## src/rtl/sw_debounce4_if.sv

```systemverilog
// Switch conditioner bus: raw switch levels in, debounced levels and edge strobes out.
// The master side drives the raw switches; the slave side is the conditioner itself.
interface sw_debounce4_if;
    logic [3:0] sw_in;
    logic [3:0] sw_out;
    logic [3:0] rise;
    logic [3:0] fall;

    modport master (
        output sw_in,
        input  sw_out,
        input  rise,
        input  fall
    );

    modport slave (
        input  sw_in,
        output sw_out,
        output rise,
        output fall
    );
endinterface

```

## src/rtl/sw_debounce4.sv

```systemverilog
// Four independent switch channels: multi-flop synchroniser, then a per-channel
// debounce FSM that accepts a new level only after it has held for DEBOUNCE_CYCLES clocks.
module sw_debounce4 #(
    parameter int SYNC_STAGES     = 2,
    parameter int DEBOUNCE_CYCLES = 50000,
    parameter int CNT_WIDTH       = 16
) (
    input  logic            clk,
    input  logic            rst_n,
    sw_debounce4_if.slave   sw
);

    typedef enum logic [1:0] {
        IDLE_LO = 2'd0,
        CHK_HI  = 2'd1,
        IDLE_HI = 2'd2,
        CHK_LO  = 2'd3
    } state_t;

    localparam logic [CNT_WIDTH-1:0] CNT_LAST = CNT_WIDTH'(DEBOUNCE_CYCLES - 1);
    localparam logic [CNT_WIDTH-1:0] CNT_ONE  = CNT_WIDTH'(1);

    logic [3:0] sync_reg [SYNC_STAGES];
    logic [3:0] sync_level;
    logic [3:0] sw_out_bits;
    logic [3:0] rise_bits;
    logic [3:0] fall_bits;

    // Plain flop chain; nothing may sit between stages or metastability settling time is lost.
    always_ff @(posedge clk or negedge rst_n) begin
        if (!rst_n) begin
            for (int i = 0; i < SYNC_STAGES; i++) begin
                sync_reg[i] <= '0;
            end
        end else begin
            sync_reg[0] <= sw.sw_in;
            for (int i = 1; i < SYNC_STAGES; i++) begin
                sync_reg[i] <= sync_reg[i-1];
            end
        end
    end

    assign sync_level = sync_reg[SYNC_STAGES-1];

    genvar gi;
    generate
        for (gi = 0; gi < 4; gi++) begin : g_ch
            state_t                 state_reg, state_next;
            logic [CNT_WIDTH-1:0]   cnt_reg, cnt_next;
            logic                   out_reg, out_next;
            logic                   rise_reg, rise_next;
            logic                   fall_reg, fall_next;
            logic                   level;

            assign level = sync_level[gi];

            always_ff @(posedge clk or negedge rst_n) begin
                if (!rst_n) begin
                    state_reg <= IDLE_LO;
                    cnt_reg   <= '0;
                    out_reg   <= 1'b0;
                    rise_reg  <= 1'b0;
                    fall_reg  <= 1'b0;
                end else begin
                    state_reg <= state_next;
                    cnt_reg   <= cnt_next;
                    out_reg   <= out_next;
                    rise_reg  <= rise_next;
                    fall_reg  <= fall_next;
                end
            end

            // A bounce back to the settled level drops the candidate and zeroes the count,
            // so a new attempt always needs the full DEBOUNCE_CYCLES of stability.
            always_comb begin
                state_next = state_reg;
                cnt_next   = cnt_reg;
                out_next   = out_reg;
                rise_next  = 1'b0;
                fall_next  = 1'b0;
                case (state_reg)
                    IDLE_LO: begin
                        if (level) begin
                            state_next = CHK_HI;
                            cnt_next   = CNT_ONE;
                        end else begin
                            cnt_next   = '0;
                        end
                    end
                    CHK_HI: begin
                        if (!level) begin
                            state_next = IDLE_LO;
                            cnt_next   = '0;
                        end else if (cnt_reg == CNT_LAST) begin
                            state_next = IDLE_HI;
                            cnt_next   = '0;
                            out_next   = 1'b1;
                            rise_next  = 1'b1;
                        end else begin
                            cnt_next   = cnt_reg + CNT_ONE;
                        end
                    end
                    IDLE_HI: begin
                        if (!level) begin
                            state_next = CHK_LO;
                            cnt_next   = CNT_ONE;
                        end else begin
                            cnt_next   = '0;
                        end
                    end
                    CHK_LO: begin
                        if (level) begin
                            state_next = IDLE_HI;
                            cnt_next   = '0;
                        end else if (cnt_reg == CNT_LAST) begin
                            state_next = IDLE_LO;
                            cnt_next   = '0;
                            out_next   = 1'b0;
                            fall_next  = 1'b1;
                        end else begin
                            cnt_next   = cnt_reg + CNT_ONE;
                        end
                    end
                    default: begin
                        state_next = IDLE_LO;
                        cnt_next   = '0;
                        out_next   = 1'b0;
                    end
                endcase
            end

            assign sw_out_bits[gi] = out_reg;
            assign rise_bits[gi]   = rise_reg;
            assign fall_bits[gi]   = fall_reg;
        end
    endgenerate

    assign sw.sw_out = sw_out_bits;
    assign sw.rise   = rise_bits;
    assign sw.fall   = fall_bits;

endmodule

```

## src/flat_wrapper.sv

```systemverilog
// flat-port wrapper written by rule: the top's interface ports become plain ports
module sw_debounce4_flat 
#(
    parameter int SYNC_STAGES     = 2,
    parameter int DEBOUNCE_CYCLES = 50000,
    parameter int CNT_WIDTH       = 16
)
  (clk, rst_n, sw_sw_in, sw_sw_out, sw_rise, sw_fall);
  sw_debounce4_if sw_i ();
  input  logic clk;
  input  logic rst_n;
  input wire logic [$bits(sw_i.sw_in)-1:0] sw_sw_in;
  output wire logic [$bits(sw_i.sw_out)-1:0] sw_sw_out;
  output wire logic [$bits(sw_i.rise)-1:0] sw_rise;
  output wire logic [$bits(sw_i.fall)-1:0] sw_fall;
  assign sw_i.sw_in = sw_sw_in;
  assign sw_sw_out = sw_i.sw_out;
  assign sw_rise = sw_i.rise;
  assign sw_fall = sw_i.fall;
  sw_debounce4 #(.SYNC_STAGES(SYNC_STAGES), .DEBOUNCE_CYCLES(DEBOUNCE_CYCLES), .CNT_WIDTH(CNT_WIDTH)) u_core (.clk(clk), .rst_n(rst_n), .sw(sw_i));
endmodule
```

## config.mk

```make
export PLATFORM = sky130hd
export DESIGN_NAME = sw_debounce4_flat
export DESIGN_NICKNAME = d
export VERILOG_FILES = /design/src/rtl/sw_debounce4_if.sv /design/src/rtl/sw_debounce4.sv /design/src/flat_wrapper.sv
export SDC_FILE = /design/constraint.sdc
export NUM_CORES = 1
export LEC_CHECK = 0
export CAP_MARGIN = 40
export CORE_AREA = 2 2 103 130
export CTS_CLUSTER_SIZE = 10
export DETAILED_ROUTE_END_ITERATION = 7
export DIE_AREA = 0 0 105 132
export PLACE_DENSITY = 0.62
export SLEW_MARGIN = 5
export SYNTH_ARGS = -nofsm -noshare
export SYNTH_HDL_FRONTEND = slang
export SYNTH_SLANG_ARGS = --single-unit
```

## constraint.sdc

```tcl
create_clock -name clk -period 3.2 [get_ports clk]
set_input_delay 0.48 -clock clk [delete_from_list [all_inputs] [get_ports clk]]
set_output_delay 0.48 -clock clk [all_outputs]
set_load 0.02 [all_outputs]
```

==> results.sh, run 1 <==
export IMPL_ys_flop_type="dfrtp_1"
export IMPL_max_freq_ghz=0.4725
export IMPL_start_kind="flip-flop"
export IMPL_slew_headroom_pct=53.23
export IMPL_cp_slowest_cell="or4b_1"
export IMPL_post_drt_wl_per_cell_um=12.58
export IMPL_slowest_delay_ps=590
export IMPL_path_max_fanout=15
export IMPL_place_area_um2=4603
export IMPL_r2r_start="u_core.g_ch[1].cnt_reg[10]"
export IMPL_dieArea_um2=13860
export IMPL_mostFrequentLayoutCells="92 x dfrtp_1, 72 x nor2_1, 44 x xnor2_1"
export IMPL_die_h_um=132
export IMPL_maxSlewViolCount=0
export IMPL_largest_reg_flops=64
export IMPL_clk_pin_slew_ps=70
export IMPL_die_x_um=105
export IMPL_avgSynthCellArea_um2=10.16
export IMPL_power_leakage_nw=1.907
export IMPL_status="finished, final reports clean"
export IMPL_drv_cap=0
export IMPL_power_density_nw_per_um2=475.2
export IMPL_coreArea_um2=12550
export IMPL_cts_sinks=92
export IMPL_cp_arrival_ps=2320
export IMPL_crit_required_ps=3400
export IMPL_r2r_end="u_core.g_ch[1].cnt_reg[13]"
export IMPL_syn_inst=428
export IMPL_num_rows=46
export IMPL_cts_resized=0
export IMPL_hold_buffers=0
export IMPL_synth_edf_count=0
export IMPL_dr_pass1_iters=4
export IMPL_gp_congestion=0.7871
export IMPL_peakVddDrop_mv=0.3416
export IMPL_tns_ps=0
export IMPL_min_period_over_period_pct=66.14
export IMPL_insertion_delay_ps=340
export IMPL_h_tree_depth=3
export IMPL_min_delay_path_class="in2async"
export IMPL_initial_core_util_pct=34.65
export IMPL_yosys_warnings=0
export IMPL_grt_start_max_net_pins=58
export IMPL_diodes=0
export IMPL_fillers=1260
export IMPL_r2r_slack_ps=1080
export IMPL_rsz0062_at_grt="false"
export IMPL_layout_commonest_cell="dfrtp_1"
export IMPL_nets=446
export IMPL_period_minus_slack_ps=2116
export IMPL_cts_buffer_depth=2
export IMPL_setup_violations=0
export IMPL_reg2reg_depth=4
export IMPL_via_per_inst=4.882
export IMPL_num_io_pins=18
export IMPL_yosys_register_bits=92
export IMPL_grt_pass1_vias=2970
export IMPL_totalWireLength_um=7649
export IMPL_grt_total_usage_pct=11.97
export IMPL_numCtsBuffers=9
export IMPL_cp_cell_sequence="or4b_1 > nor4_2 > or3b_1 > nor2_1"
export IMPL_hold_viol=0
export IMPL_path_delay_family="simple AND/OR/NAND/NOR gates"
export IMPL_clockRootBuffer="clkbuf_16"
export IMPL_ys_seq_area_share_pct=52.95
export IMPL_vias=2968
export IMPL_syn_nets=438
export IMPL_drive_gt1_share_pct=7.045
export IMPL_worst_pin_slew_ps=701.5
export IMPL_grt_overflow=0
export IMPL_ys_async_sr_fraction_pct=100.0
export IMPL_final_design_area_no_fill_um2=4905
export IMPL_grt_pass1_wl_um=13540
export IMPL_antenna_found_initial=0
export IMPL_finClkSkew_ps=8.370
export IMPL_synth_distinct_cells=46
export IMPL_ant_nets=0
export IMPL_cts_tree="done"
export IMPL_io_buffers=17
export IMPL_end_kind="flip-flop"
export IMPL_syn_area_um2=4348
export IMPL_area_growth_pct=12.81
export IMPL_drt_iter0_markers=105
export IMPL_path_class="reg2reg"
export IMPL_hpwlAfterDp_um=5301
export IMPL_utilization_pct=39.09
export IMPL_cts_post_setup_buffers_inserted=0
export IMPL_drc=0
export IMPL_crit_buf_inv=0
report_power, final:
| group | total, mW | switching [mW] | leakage [nW] | internal (mW) |
|---|---|---|---|---|
| logic | 0.0694 | 0.0472 | 0.518 | 0.0222 |
| clock network | 1.07 | 0.442 | 0.141 | 0.625 |
| registers | 1.20 | 0.0168 | 1.25 | 1.18 |
| total | 2.33 | 0.506 | 1.91 | 1.83 |
area by class of cell:
| type | count | area (um2) | share of cell area [%] |
|---|---|---|---|
| clock buffers | 10 | 239.0 | 4.872 |
| clock inverters | 5 | 62.56 | 1.276 |
| inverters | 19 | 71.32 | 1.454 |
| multi-input cells | 295 | 1837 | 37.45 |
| flip-flops and latches | 92 | 2302 | 46.94 |
| well taps | 168 | 210.2 | 4.286 |
| repair buffers | 19 | 182.7 | 3.724 |
synth_stat cells (3+ instances only):
cell type,n,area share [%]
clkbuf_1,5,0.43
o22ai_1,3,0.43
buf_4,14,2.4
and3_1,3,0.43
and2_1,3,0.43
nor4_1,16,2.3
ha_1,4,1.2
inv_1,19,1.6
a31o_2,3,0.60
nand4_1,21,3.0
nor2_1,72,6.2
a21o_1,3,0.52
xor2_1,13,2.6
a21oi_1,4,0.46
nand2_1,22,1.9
and4_1,3,0.60
nand4b_1,3,0.60
or3_1,3,0.43
dfrtp_1,92,53
xnor2_1,44,8.9
or4b_1,3,0.69
o21ai_0,5,0.58
nor3_1,18,2.1
nand3_1,20,2.3
metal layers:
| metal | share of wire (%) | vias up | global-route usage (%) |
|---|---|---|---|
| met5 | 0 | - | 0 |
| met4 | 1.8 | 0 | 5.407 |
| met3 | 2.6 | 8 | 3.757 |
| met2 | 49 | 22 | 19.26 |
| met1 | 46 | 1452 | 14.67 |
| li1 | - | 1486 | - |
stage by stage:
stage | total power [mW] | hold slack [ps] | std cells | setup slack, ps
2_1_floorplan | 1.248 | 184.4 | 428 | 1267
3_3_place_gp | 1.287 | 334.4 | 593 | 1143
3_5_place_dp | 1.289 | 337.8 | 593 | 1085
4_1_cts | 2.370 | 206.4 | 608 | 1058
5_1_grt | 2.435 | 245.0 | 608 | 839.1
6_report | 2.331 | 177.2 | 608 | 1084
worst reg2reg max path: stages, from the launching register on:
cell and delay, ps:
dfrtp_1 410, or4b_1 590, nor4_2 370, or3b_1 490, nor2_1 110
logic make-up after synthesis:
group / share of synthesized area, %
multiplexers: 0.5179
XOR/XNOR: 11.48
adder cells (fa/ha/maj): 1.151
buffers and inverters: 4.806
AO/OA/AOI/OAI: 4.259
flip-flops: 52.95
AND/OR/NAND/NOR: 24.84
worst max path at each step:
stage / start / endpoint / cells after the start
2_1_floorplan: u_core.g_ch[1].cnt_reg[4] / u_core.g_ch[1].out_reg / 4
3_3_place_gp: u_core.g_ch[1].cnt_reg[10] / u_core.g_ch[1].cnt_reg[14] / 4
3_5_place_dp: u_core.g_ch[1].cnt_reg[10] / u_core.g_ch[1].cnt_reg[2] / 4
4_1_cts: u_core.g_ch[1].cnt_reg[10] / u_core.g_ch[1].cnt_reg[13] / 4
5_1_grt: u_core.g_ch[1].cnt_reg[10] / u_core.g_ch[1].cnt_reg[2] / 4
6_report: u_core.g_ch[1].cnt_reg[10] / u_core.g_ch[1].cnt_reg[13] / 4
Power figures use the tool's default switching activity.
==> inputs of run 2 (changes only) <==
Settings changed: PLACE_DENSITY 0.62 to 0.64.
Clock period 3.2 ns to 1.7 ns, I/O delays scaled along.
==> run 2 against run 1 <==
The run now ends with setup timing left. Worst hold slack improved by 180 ps. Global-route usage rose by 0.93 points. Via count rose by 9.9%. Clock skew fell by 0.58 ps. Sequential power rose by 88%. Critical path depth fell by 1. Critical endpoint is now u_core.g_ch[0].out_reg. Largest power group unchanged. Highest routed layer unchanged.
==> results.sh, run 2 (synthesis gave the netlist of run 1 again) <==
export IMPL_violations="setup timing"
export IMPL_fin_ws_ps=-161.6
export IMPL_setup_violations=24
export IMPL_grt_total_usage_pct=12.90
export IMPL_r2r_end="u_core.g_ch[0].out_reg"
export IMPL_power_density_nw_per_um2=789.5
export IMPL_nets=496
export IMPL_grt_start_max_net_pins=43
export IMPL_slew_headroom_pct=75.41
export IMPL_seq_area_um2=2302
export IMPL_min_from="sw_sw_in[2]"
export IMPL_critPathLaunch="u_core.g_ch[0].cnt_reg[12]"
export IMPL_coreArea_um2=12550
export IMPL_num_io_pins=18
export IMPL_clk_pin_slew_ps=60
export IMPL_worst_pin_slew_ps=365.4
export IMPL_reg2reg_depth=3
export IMPL_mostFrequentLayoutCells="92 x dfrtp_1, 72 x nor2_1, 46 x buf_4"
export IMPL_tns_ps=-2639
export IMPL_status="finished, violations left"
export IMPL_power_leakage_nw=2.192
export IMPL_area_growth_pct=23.54
export IMPL_finalPower_mw=4.241
export IMPL_end_kind="flip-flop"
export IMPL_layout_commonest_cell="dfrtp_1"
export IMPL_crit_required_ps=1930
export IMPL_post_drt_wl_per_cell_um=12.94
export IMPL_min_delay_path_class="in2reg"
export IMPL_diodes=0
export IMPL_hpwlAfterDp_um=5864
export IMPL_insertion_delay_ps=340
export IMPL_h_tree_depth=3
export IMPL_dr_pass1_iters=4
export IMPL_drc=0
export IMPL_totalWireLength_um=8517
export IMPL_hold_viol=0
export IMPL_path_max_fanout=6
export IMPL_utilization_pct=42.81
export IMPL_period_minus_slack_ps=1862
export IMPL_dieArea_um2=13860
export IMPL_antenna_found_initial=0
export IMPL_gp_congestion=0.8442
export IMPL_final_cells=658
export IMPL_r2r_start="u_core.g_ch[0].cnt_reg[12]"
export IMPL_pre_cts_slack_ps=-177.7
export IMPL_io_buffers=17
export IMPL_min_period_over_period_pct=109.5
export IMPL_path_class="reg2reg"
export IMPL_fillers=1202
export IMPL_maxSlewViolCount=0
export IMPL_drive_gt1_share_pct=18.78
export IMPL_vias=3261
export IMPL_cts_buffer_depth=2
export IMPL_num_rows=46
export IMPL_dp_cells=636
export IMPL_drv_cap=0
export IMPL_initial_core_util_pct=34.65
export IMPL_r2r_slack_ps=-160
export IMPL_peakVddDrop_mv=0.4996
export IMPL_die_h_um=132
export IMPL_start_kind="flip-flop"
export IMPL_max_freq_ghz=0.5372
export IMPL_clockRootBuffer="clkbuf_16"
export IMPL_numCtsBuffers=9
export IMPL_multi_input_area_um2=1918
export IMPL_via_per_inst=4.956
export IMPL_worstSetupEndpoint="u_core.g_ch[0].out_reg"
export IMPL_die_x_um=105
export IMPL_grt_pass1_wl_um=14590
export IMPL_drt_iter0_markers=132
export IMPL_grt_overflow=0
export IMPL_ant_nets=0
export IMPL_cts_tree="done"
export IMPL_cts_sinks=92
export IMPL_grt_pass1_vias=3268
export IMPL_cp_arrival_ps=2090
export IMPL_largest_reg_flops=64
export IMPL_rsz0062_at_grt="true"
export IMPL_finClkSkew_ps=7.789
[run 2: final cells by class]
class | instances | area share (%)
clock inverters | 4 | 0.4892
well taps | 168 | 3.913
repair buffers | 69 | 11.18
multi-input cells | 295 | 35.71
clock buffers | 11 | 4.519
inverters | 19 | 1.328
flip-flops and latches | 92 | 42.86
[run 2: worst min path at each step]
stage | cells after the start | to | slack, ps
finish | 1 | u_core.sync_reg[6] | 350
global route | 1 | u_core.sync_reg[4] | 340
CTS | 1 | u_core.sync_reg[4] | 350
detailed placement | 1 | u_core.g_ch[1].cnt_reg[7] | 170
global placement | 1 | u_core.g_ch[1].cnt_reg[6] | 170
floorplan | 0 | asynchronous set/reset pin | -40
[run 2: stage by stage]
step / hold slack [ps] / area (um2)
after floorplan: -40.59 / 4359
after global placement: 174.2 / 4955
after detailed placement: 174.1 / 4955
after CTS: 345.5 / 5270
after global routing: 343.4 / 5371
final: 353.2 / 5371
[run 2: per-layer routing]
metal | up-vias | global-route usage, % | routed length [um]
li1 | 1587 | - | -
met1 | 1620 | 14.65 | 3649
met2 | 45 | 23.41 | 4500
met3 | 9 | 2.323 | 219
met4 | 0 | 5.704 | 148
met5 | - | 0 | 0
[run 2: repair_timing]
action / CTS / global route
hold buffers: 1 / 0
gates cloned: 0 / 0
gates resized for setup: 6 / 15
pin swaps: 2 / 5
buffers inserted: 2 / 4
endpoints found under the hold margin: 22 / 0
endpoints found under the setup margin: 24 / 67
[run 2: power by group]
group | total [mW] | internal, mW | switching [mW]
Sequential | 2.25 | 2.22 | 0.0273
Clock | 1.81 | 1.02 | 0.788
Combinational | 0.187 | 0.0809 | 0.106
Total | 4.24 | 3.32 | 0.922
[run 2: critical path, stage by stage (launching register included)]
cell	delay [ps]
dfrtp_1	370
or4b_4	550
or4_4	550
a211o_1	280
==> inputs of run 3 (changes only) <==
Settings changed: CORE_AREA 2 2 103 130 to 2 2 82 163, DIE_AREA 0 0 105 132 to 0 0 84 165.
==> run 3 against run 2 <==
The flow still finishes with violations (setup timing). Clock power rose by 13%. Clock-buffer cell count fell by 2. Combinational power barely moved. Fmax fell by 1.1%. Register-to-register slack got worse by 20 ps. Total power rose by 5.6%. Via count rose by 0.46%. Worst hold slack got worse by 7.1 ps. Non-clock buffer count rose by 3. Setup slack got worse by 21 ps. Routed wire length rose by 5.8%. Critical path depth did not move.
==> results.sh, run 3 (synthesis gave the netlist of run 1 again) <==
export IMPL_status="finished, violations left"
export IMPL_violations="setup timing"
export IMPL_pre_cts_slack_ps=-196.7
export IMPL_crit_cells=3
export IMPL_reg2reg_depth=3
export IMPL_max_freq_ghz=0.5313
export IMPL_slowest_delay_ps=580
export IMPL_power_density_nw_per_um2=827.0
export IMPL_path_class="reg2reg"
export IMPL_numCtsBuffers=9
export IMPL_num_io_pins=18
export IMPL_cts_buffer_depth=2
export IMPL_hpwlAfterDp_um=6580
export IMPL_path_max_fanout=5
export IMPL_cp_arrival_ps=2100
export IMPL_rsz0062_at_grt="true"
export IMPL_grt_pass1_vias=3466
export IMPL_diodes=0
export IMPL_finClkSkew_ps=8.215
export IMPL_gp_congestion=0.8174
export IMPL_maxSlewViolCount=0
export IMPL_initial_core_util_pct=34.63
export IMPL_drc=0
export IMPL_slew_headroom_pct=73.82
export IMPL_insertion_delay_ps=340
export IMPL_fin_ws_ps=-182.2
export IMPL_fillers=1194
export IMPL_largest_reg_flops=64
export IMPL_totalWireLength_um=9008
export IMPL_grt_overflow=0
export IMPL_cts_sinks=92
export IMPL_worstSetupEndpoint="u_core.g_ch[1].out_reg"
export IMPL_coreArea_um2=12550
export IMPL_nets=499
export IMPL_io_buffers=17
export IMPL_cp_cell_sequence="or4b_4 > or4_4 > a211o_1"
export IMPL_cts_tree="done"
export IMPL_die_h_um=165
export IMPL_power_leakage_nw=2.214
export IMPL_met1_length_um=3530
export IMPL_ant_nets=0
export IMPL_min_delay_path_class="in2reg"
export IMPL_crit_required_ps=1920
export IMPL_crit_buf_inv=0
export IMPL_via_per_inst=5.087
export IMPL_clockRootBuffer="clkbuf_16"
export IMPL_grt_start_max_net_pins=30
export IMPL_r2r_start="u_core.g_ch[1].cnt_reg[5]"
export IMPL_drv_cap=0
export IMPL_utilization_pct=43.12
export IMPL_r2r_slack_ps=-180
export IMPL_finalPower_mw=4.477
export IMPL_peakVddDrop_mv=0.6859
export IMPL_wl_met3_um=167
export IMPL_cp_slowest_cell="or4_4"
export IMPL_hold_viol=0
export IMPL_r2r_end="u_core.g_ch[1].out_reg"
export IMPL_end_kind="flip-flop"
export IMPL_critPathLaunch="u_core.g_ch[1].cnt_reg[5]"
export IMPL_routed_wl_met2_um=5155
export IMPL_worst_pin_slew_ps=389.2
export IMPL_min_period_over_period_pct=110.7
export IMPL_mostFrequentLayoutCells="92 x dfrtp_1, 71 x nor2_1, 46 x buf_4"
export IMPL_tns_ps=-2277
export IMPL_post_drt_wl_per_cell_um=13.99
export IMPL_clk_pin_slew_ps=70
export IMPL_area_growth_pct=24.52
export IMPL_path_delay_family="simple AND/OR/NAND/NOR gates"
export IMPL_num_rows=58
export IMPL_grt_pass1_wl_um=15810
export IMPL_hold_slack_ps=346.0
export IMPL_antenna_found_initial=0
export IMPL_vias=3276
export IMPL_drive_gt1_share_pct=19.64
export IMPL_top_layer_used="met4"
export IMPL_period_minus_slack_ps=1882
export IMPL_dr_pass1_iters=4
export IMPL_layout_commonest_cell="dfrtp_1"
export IMPL_grt_total_usage_pct=14.07
export IMPL_h_tree_depth=3
export IMPL_drt_iter0_markers=141
export IMPL_dieArea_um2=13860
export IMPL_setup_violations=29
export IMPL_start_kind="flip-flop"
export IMPL_die_x_um=84
[run 3: per-stage QoR]
step	cells	cell area [um2]
finish	644	5414
CTS	638	5299
detailed placement	619	4952
global placement	619	4952
global route	644	5414
floorplan	428	4359
[run 3: cell type report]
type | instances | area [um2] | share of cell area [%]
clock inverter | 7 | 82.58 | 1.525
clock buffer | 9 | 225.2 | 4.160
multi-input combinational | 295 | 1902 | 35.13
sequential | 92 | 2302 | 42.52
inverter | 19 | 71.32 | 1.317
timing repair buffer | 72 | 643.1 | 11.88
tap | 150 | 187.7 | 3.467
[run 3: metal layers]
metal | track usage [%] | vias to the layer above
met1 | 14.98 | 1636
met5 | 0 | -
li1 | - | 1595
met4 | 5.938 | 0
met3 | 2.449 | 12
met2 | 26.87 | 33
[run 3: worst min path at each step]
| stage | from | endpoint | cells past startpoint |
|---|---|---|---|
| floorplan | rst_n | asynchronous set/reset pin | 0 |
| global placement | rst_n | u_core.g_ch[0].cnt_reg[7] | 1 |
| detailed placement | rst_n | u_core.g_ch[0].cnt_reg[10] | 1 |
| CTS | sw_sw_in[0] | u_core.sync_reg[4] | 1 |
| global route | sw_sw_in[2] | u_core.sync_reg[6] | 1 |
| finish | sw_sw_in[0] | u_core.sync_reg[4] | 1 |
[run 3: power breakdown]
part / internal [mW] / switching (mW) / total (mW)
Sequential: 2.22 / 0.0263 / 2.24
Clock: 1.17 / 0.882 / 2.05
Combinational: 0.0808 / 0.106 / 0.187
[run 3: worst register-to-register path: cells and delay by family, from the launching register on]
family           cells  cell delay (ps)
AO/OA/AOI/OAI        1              270
flip-flops           1              370
AND/OR/NAND/NOR      2             1120
[run 3: repair_timing]
| action | CTS | global route |
|---|---|---|
| setup buffers | 2 | 6 |
| pin swaps | 5 | 3 |
| hold buffers | 1 | 0 |
| gates resized for setup | 5 | 17 |
| hold endpoints to repair | 25 | 0 |
| endpoints found under the setup margin | 25 | 62 |
